<file path="src/rtl/branch_resolve_ctrl_pkg.sv">
// Shared definitions for the ID-stage branch resolve controller:
// branch type encodings and controller state encoding.
package branch_resolve_ctrl_pkg;

    localparam logic [2:0] BR_BEQ  = 3'd0;
    localparam logic [2:0] BR_BNE  = 3'd1;
    localparam logic [2:0] BR_BLEZ = 3'd2;
    localparam logic [2:0] BR_BGTZ = 3'd3;
    localparam logic [2:0] BR_BLTZ = 3'd4;
    localparam logic [2:0] BR_BGEZ = 3'd5;

    typedef enum logic [1:0] {
        S_IDLE     = 2'd0,
        S_WAIT     = 2'd1,
        S_REDIRECT = 2'd2
    } state_e;

endpackage

</file>
<file path="src/rtl/branch_resolve_ctrl_br_taken_eval.sv">
// Combinational branch-taken decision from br_type and the comparator flags;
// unused encodings are flagged illegal and never taken.
module br_taken_eval
    import branch_resolve_ctrl_pkg::*;
(
    input  logic [2:0] br_type,
    input  logic       cmp_zero,
    input  logic       cmp_large,
    input  logic       cmp_little,
    input  logic       cmp_equal,
    output logic       taken,
    output logic       illegal
);

    always_comb begin
        taken   = 1'b0;
        illegal = 1'b0;
        case (br_type)
            BR_BEQ:  taken = cmp_zero;
            BR_BNE:  taken = !cmp_zero;
            BR_BLEZ: taken = cmp_little | cmp_equal;
            BR_BGTZ: taken = cmp_large;
            BR_BLTZ: taken = cmp_little;
            BR_BGEZ: taken = cmp_large | cmp_equal;
            default: illegal = 1'b1;
        endcase
    end

endmodule

</file>
<file path="src/rtl/branch_resolve_ctrl.sv">
// ID-stage branch resolve sequencer: stalls until operands are forwarded,
// issues a registered one-cycle PC redirect and keeps saturating perf counters.
//
//   state      | meaning
//   S_IDLE     | no branch pending; resolves immediately if operands ready
//   S_WAIT     | branch held in decode, waiting on forwarded operands
//   S_REDIRECT | redirect pulse to the PC mux; delay slot proceeds
module branch_resolve_ctrl
    import branch_resolve_ctrl_pkg::*;
#(
    parameter int CNT_W    = 16,
    parameter int MAX_WAIT = 8,
    parameter int PC_W     = 32
) (
    input  logic             clk,
    input  logic             reset,
    input  logic             br_valid,
    input  logic [2:0]       br_type,
    input  logic [PC_W-1:0]  br_target,
    input  logic             opnd_ready,
    input  logic             cmp_zero,
    input  logic             cmp_large,
    input  logic             cmp_little,
    input  logic             cmp_equal,
    input  logic             flush,
    output logic             stall,
    output logic             br_accept,
    output logic             redirect,
    output logic [PC_W-1:0]  redirect_pc,
    output logic             timeout_err,
    output logic             illegal_err,
    output logic [CNT_W-1:0] br_cnt,
    output logic [CNT_W-1:0] taken_cnt
);

    localparam int WAIT_W = $clog2(MAX_WAIT + 1);
    localparam logic [WAIT_W-1:0] WAIT_MAX = WAIT_W'(MAX_WAIT);

    state_e            state, state_nxt;
    logic [WAIT_W-1:0] wait_cnt, wait_nxt;
    logic              timeout_set;
    logic              resolve;
    logic              taken;
    logic              illegal;

    br_taken_eval u_taken_eval (
        .br_type    (br_type),
        .cmp_zero   (cmp_zero),
        .cmp_large  (cmp_large),
        .cmp_little (cmp_little),
        .cmp_equal  (cmp_equal),
        .taken      (taken),
        .illegal    (illegal)
    );

    assign resolve   = ((state == S_IDLE) || (state == S_WAIT)) && br_valid && opnd_ready && !flush;
    assign br_accept = resolve;
    // The delay-slot instruction must flow during the redirect cycle.
    assign stall     = br_valid && !br_accept && !flush && (state != S_REDIRECT);
    assign redirect  = (state == S_REDIRECT);

    always_comb begin
        state_nxt   = state;
        wait_nxt    = wait_cnt;
        timeout_set = 1'b0;
        if (flush) begin
            state_nxt = S_IDLE;
            wait_nxt  = '0;
        end else begin
            case (state)
                S_IDLE, S_WAIT: begin
                    if (resolve) begin
                        state_nxt = taken ? S_REDIRECT : S_IDLE;
                        wait_nxt  = '0;
                    end else if (br_valid) begin
                        state_nxt = S_WAIT;
                        if (wait_cnt != WAIT_MAX) begin
                            wait_nxt = wait_cnt + WAIT_W'(1);
                        end
                        timeout_set = (wait_nxt == WAIT_MAX);
                    end else begin
                        // decode killed the branch while it was waiting
                        state_nxt = S_IDLE;
                        wait_nxt  = '0;
                    end
                end
                S_REDIRECT: begin
                    state_nxt = S_IDLE;
                    wait_nxt  = '0;
                end
                default: begin
                    state_nxt = S_IDLE;
                    wait_nxt  = '0;
                end
            endcase
        end
    end

    always_ff @(posedge clk or negedge reset) begin
        if (!reset) begin
            state    <= S_IDLE;
            wait_cnt <= '0;
        end else begin
            state    <= state_nxt;
            wait_cnt <= wait_nxt;
        end
    end

    always_ff @(posedge clk or negedge reset) begin
        if (!reset) begin
            redirect_pc <= '0;
            timeout_err <= 1'b0;
            illegal_err <= 1'b0;
            br_cnt      <= '0;
            taken_cnt   <= '0;
        end else begin
            if (timeout_set) begin
                timeout_err <= 1'b1;
            end
            if (resolve) begin
                if (br_cnt != {CNT_W{1'b1}}) begin
                    br_cnt <= br_cnt + CNT_W'(1);
                end
                if (illegal) begin
                    illegal_err <= 1'b1;
                end
                if (taken) begin
                    redirect_pc <= br_target;
                    if (taken_cnt != {CNT_W{1'b1}}) begin
                        taken_cnt <= taken_cnt + CNT_W'(1);
                    end
                end
            end
        end
    end

endmodule

</file>
<file path="config.mk">
export PLATFORM = sky130hd
export DESIGN_NAME = branch_resolve_ctrl
export DESIGN_NICKNAME = d
export VERILOG_FILES = /design/src/rtl/branch_resolve_ctrl_pkg.sv /design/src/rtl/branch_resolve_ctrl_br_taken_eval.sv /design/src/rtl/branch_resolve_ctrl.sv
export SDC_FILE = /design/constraint.sdc
export NUM_CORES = 1
export LEC_CHECK = 0
export CAP_MARGIN = 30
export CORE_ASPECT_RATIO = 0.75
export CORE_MARGIN = 10
export CORE_UTILIZATION = 31
export CTS_CLUSTER_SIZE = 30
export DETAILED_ROUTE_END_ITERATION = 8
export PLACE_DENSITY = 0.61
export SLEW_MARGIN = 20
export SYNTH_ARGS = -nofsm -noshare
export SYNTH_HDL_FRONTEND = slang
export SYNTH_SLANG_ARGS = --single-unit
</file>
<file path="constraint.sdc">
create_clock -name clk -period 3.4 [get_ports clk]
set_input_delay 0.68 -clock clk [delete_from_list [all_inputs] [get_ports clk]]
set_output_delay 0.68 -clock clk [all_outputs]
set_load 0.05 [all_outputs]
</file>
==> impl_metrics.env <==
export IMPL_grt_max_degree=73
export IMPL_synth_seq_cells=72
export IMPL_hold_violations=0
export IMPL_clock_skew_ps=6.43
export IMPL_reg2reg_depth=6
export IMPL_period_needed_ps=2950
export IMPL_relSlewSlack_pct=61.2
export IMPL_drv_slew=0
export IMPL_p_int_mw=2.15
export IMPL_cts_root_buffer="clkbuf_16"
export IMPL_syn_inst=320
export IMPL_power_frac_clock_pct=33.2
export IMPL_io_pins=113
export IMPL_r2r_slack_ps=1370
export IMPL_syn_area_mm2=0.00327
export IMPL_rsz0062_at_grt="no"
export IMPL_h_tree_depth=3
export IMPL_cts_clk_slew_worst_paths_ps=50
export IMPL_synth_edff_count=0
export IMPL_grt_pass1_vias=2585
export IMPL_dp_slack_ps=439
export IMPL_tns_ps=0
export IMPL_grtUsageTotal_pct=11.3
export IMPL_nNetsFinal=487
export IMPL_p_sw_mw=1.23
export IMPL_synth_commonest_cells="nand2_1, dfrtp_1, xor2_1"
export IMPL_clk_latency_ps=330
export IMPL_worstSetupStartpointType="primary input"
export IMPL_grt_pass1_wl_um=13700
export IMPL_register_area_mm2=0.00180
export IMPL_drc=0
export IMPL_ctsHoldBuffers=0
export IMPL_worstPathRequired_ps=2720
export IMPL_cts_resized=0
export IMPL_drtAntennaViolNets=0
export IMPL_worstSetupEndpointType="output pin"
export IMPL_via_count=2604
export IMPL_setup_slack_ps=447
export IMPL_cts_buffers=9
export IMPL_dp_cells=563
export IMPL_worst_hold_slack_ps=313
export IMPL_wirelength_um=8530
export IMPL_multi_input_area_mm2=0.00139
export IMPL_peakVddDrop_v=0.000301
export IMPL_vias_per_cell=4.49
export IMPL_fmax_mhz=339
export IMPL_syn_area_per_cell_um2=10.2
export IMPL_status="completed"
export IMPL_ys_seq_area_share_pct=55.2
export IMPL_clock_sinks=72
export IMPL_hpwlAfterDp_um=6330
export IMPL_fp_row_count=32
export IMPL_finalSetupViolCount=0
export IMPL_rr_startpoint="state[1]"
export IMPL_yosys_warnings=0
export IMPL_cp_max_fo=3
export IMPL_core_mm2=0.0103
export IMPL_post_cts_repair_setup_buffers=0
export IMPL_fillCellCount=967
export IMPL_swShare_pct=36.4
export IMPL_min_period_over_period_pct=86.9
export IMPL_layout_drive_gt1_share_pct=9.01
export IMPL_synthTopCellsByArea="dfrtp_1, nand2_1, xor2_1, xnor2_1, nand3_1"
export IMPL_insertedDiodeCount=0
export IMPL_rr_endpoint="taken_cnt[14]"
export IMPL_antenna_found_initial=0
export IMPL_wl_per_cell_um=14.7
export IMPL_gp_congestion=0.740
export IMPL_place_port_buffers=112
export IMPL_tritoncts="built"
export IMPL_hold_path_class="primary input to async pin"
export IMPL_drt_iter0_drc=123
export IMPL_dieArea_mm2=0.0151
export IMPL_worstMarginPinSlew_ps=578
export IMPL_die_width_um=139
export IMPL_synth_top_cell_area_share_pct=55.2
export IMPL_synth_most_common_cell="nand2_1"
export IMPL_layout_cells_non_filler=580
export IMPL_crit_path_start="opnd_ready"
export IMPL_criticalPathCategory="primary input to output pin"
export IMPL_yosysTopAreaCell="dfrtp_1"
export IMPL_die_h_um=109
export IMPL_async_flop_share_pct=100
export IMPL_power_frac_comb_pct=33.3
export IMPL_dr_pass1_iters=4
export IMPL_grt_ovfl_total=0
export IMPL_critPathArrivalTime_ps=2270
export IMPL_pwr_share_seq_pct=33.5
export IMPL_power_leakage_nw=2.24
export IMPL_synth_fp_nets=368
export IMPL_maxCapViolCount=0
export IMPL_powerDensity_mw_per_mm2=689
export IMPL_synth_main_ff_cell="dfrtp_1"
export IMPL_ys_types=48
export IMPL_syn_to_final_growth_pct=50.0
export IMPL_start_util_pct=31.7
export IMPL_clockBufferDepth=2
[placed cells by master, fill, tap and decap left out, types with 3 or more instances in the layout]
master and n:
nand4_1 7, xnor2_1 14, inv_1 5, and4_1 4, nor4_1 3, bufinv_16 3
nor2_1 10, buf_4 5, clkbuf_16 9, and3_1 6, xor2_1 15, clkdlybuf4s50_1 110
a21oi_1 5, nand2_1 109, nor3_1 4, dfrtp_1 72, nor3_2 4, and2_1 3
ha_1 4, nand3_1 13
[per-stage QoR]
stage                     power (mW)  area, um2  utilization, %
after floorplan                 1.82       3270               -
after global placement          2.26       4520            43.9
after detailed placement        2.28       4520            43.9
after CTS                       3.42       4880            47.4
after global routing            3.54       4900            47.6
final                           3.37       4900            47.6
[critical path: stages]
cell	delay, ps
clkdlybuf4s50_1	430
and2b_1	170
nor3_1	160
clkdlybuf4s50_1	830
[how the worst max path moves through the flow]
| stage | to | slack, ps | cells after the start |
|---|---|---|---|
| after CTS | stall | 430 | 4 |
| final | stall | 450 | 4 |
| after floorplan | stall | 810 | 2 |
| after global routing | stall | 370 | 4 |
| after global placement | stall | 470 | 4 |
| after detailed placement | stall | 440 | 4 |
[state kept, by name (all words and copies together), names as in the netlist]
register,flops
redirect_pc,32
br_cnt,16
taken_cnt,16
wait_cnt,4
state,2
illegal_err,1
timeout_err,1
[cell families (layout without fill, tap and decap cells)]
family / Yosys count / after routing / share of synthesized area (%)
mux: 4 / 4 / 1.34
simple gates: 180 / 180 / 27.7
buf+inv: 14 / 138 / 2.30
xor+xnor: 29 / 29 / 7.78
flops: 72 / 72 / 55.2
compound gates: 17 / 17 / 4.18
fa+ha+maj: 4 / 4 / 1.53
[power by group through the flow]
stage | registers (mW) | clock network (mW) | logic (mW)
global route | 1.16 | 1.19 | 1.19
CTS | 1.13 | 1.15 | 1.14
global placement | 1.14 | 0 | 1.13
finish | 1.13 | 1.12 | 1.12
floorplan | 1.65 | 0 | 0.177
detailed placement | 1.14 | 0 | 1.13
[layer usage]
metal,global-route usage [%],vias up,routed length (um)
met5,0,-,0
met4,3.90,0,100
met3,6.47,9,829
met2,16.7,68,3880
met1,13.6,1223,3720
li1,-,1304,-
[cell type report]
class / instances / area share, %
clock buffer: 12 / 5.24
clock inverter: 4 / 2.02
inverter: 6 / 0.460
multi-input combinational: 234 / 28.4
sequential: 72 / 36.8
tap: 136 / 3.47
timing repair buffer: 116 / 23.7
Power figures use the tool's default switching activity.
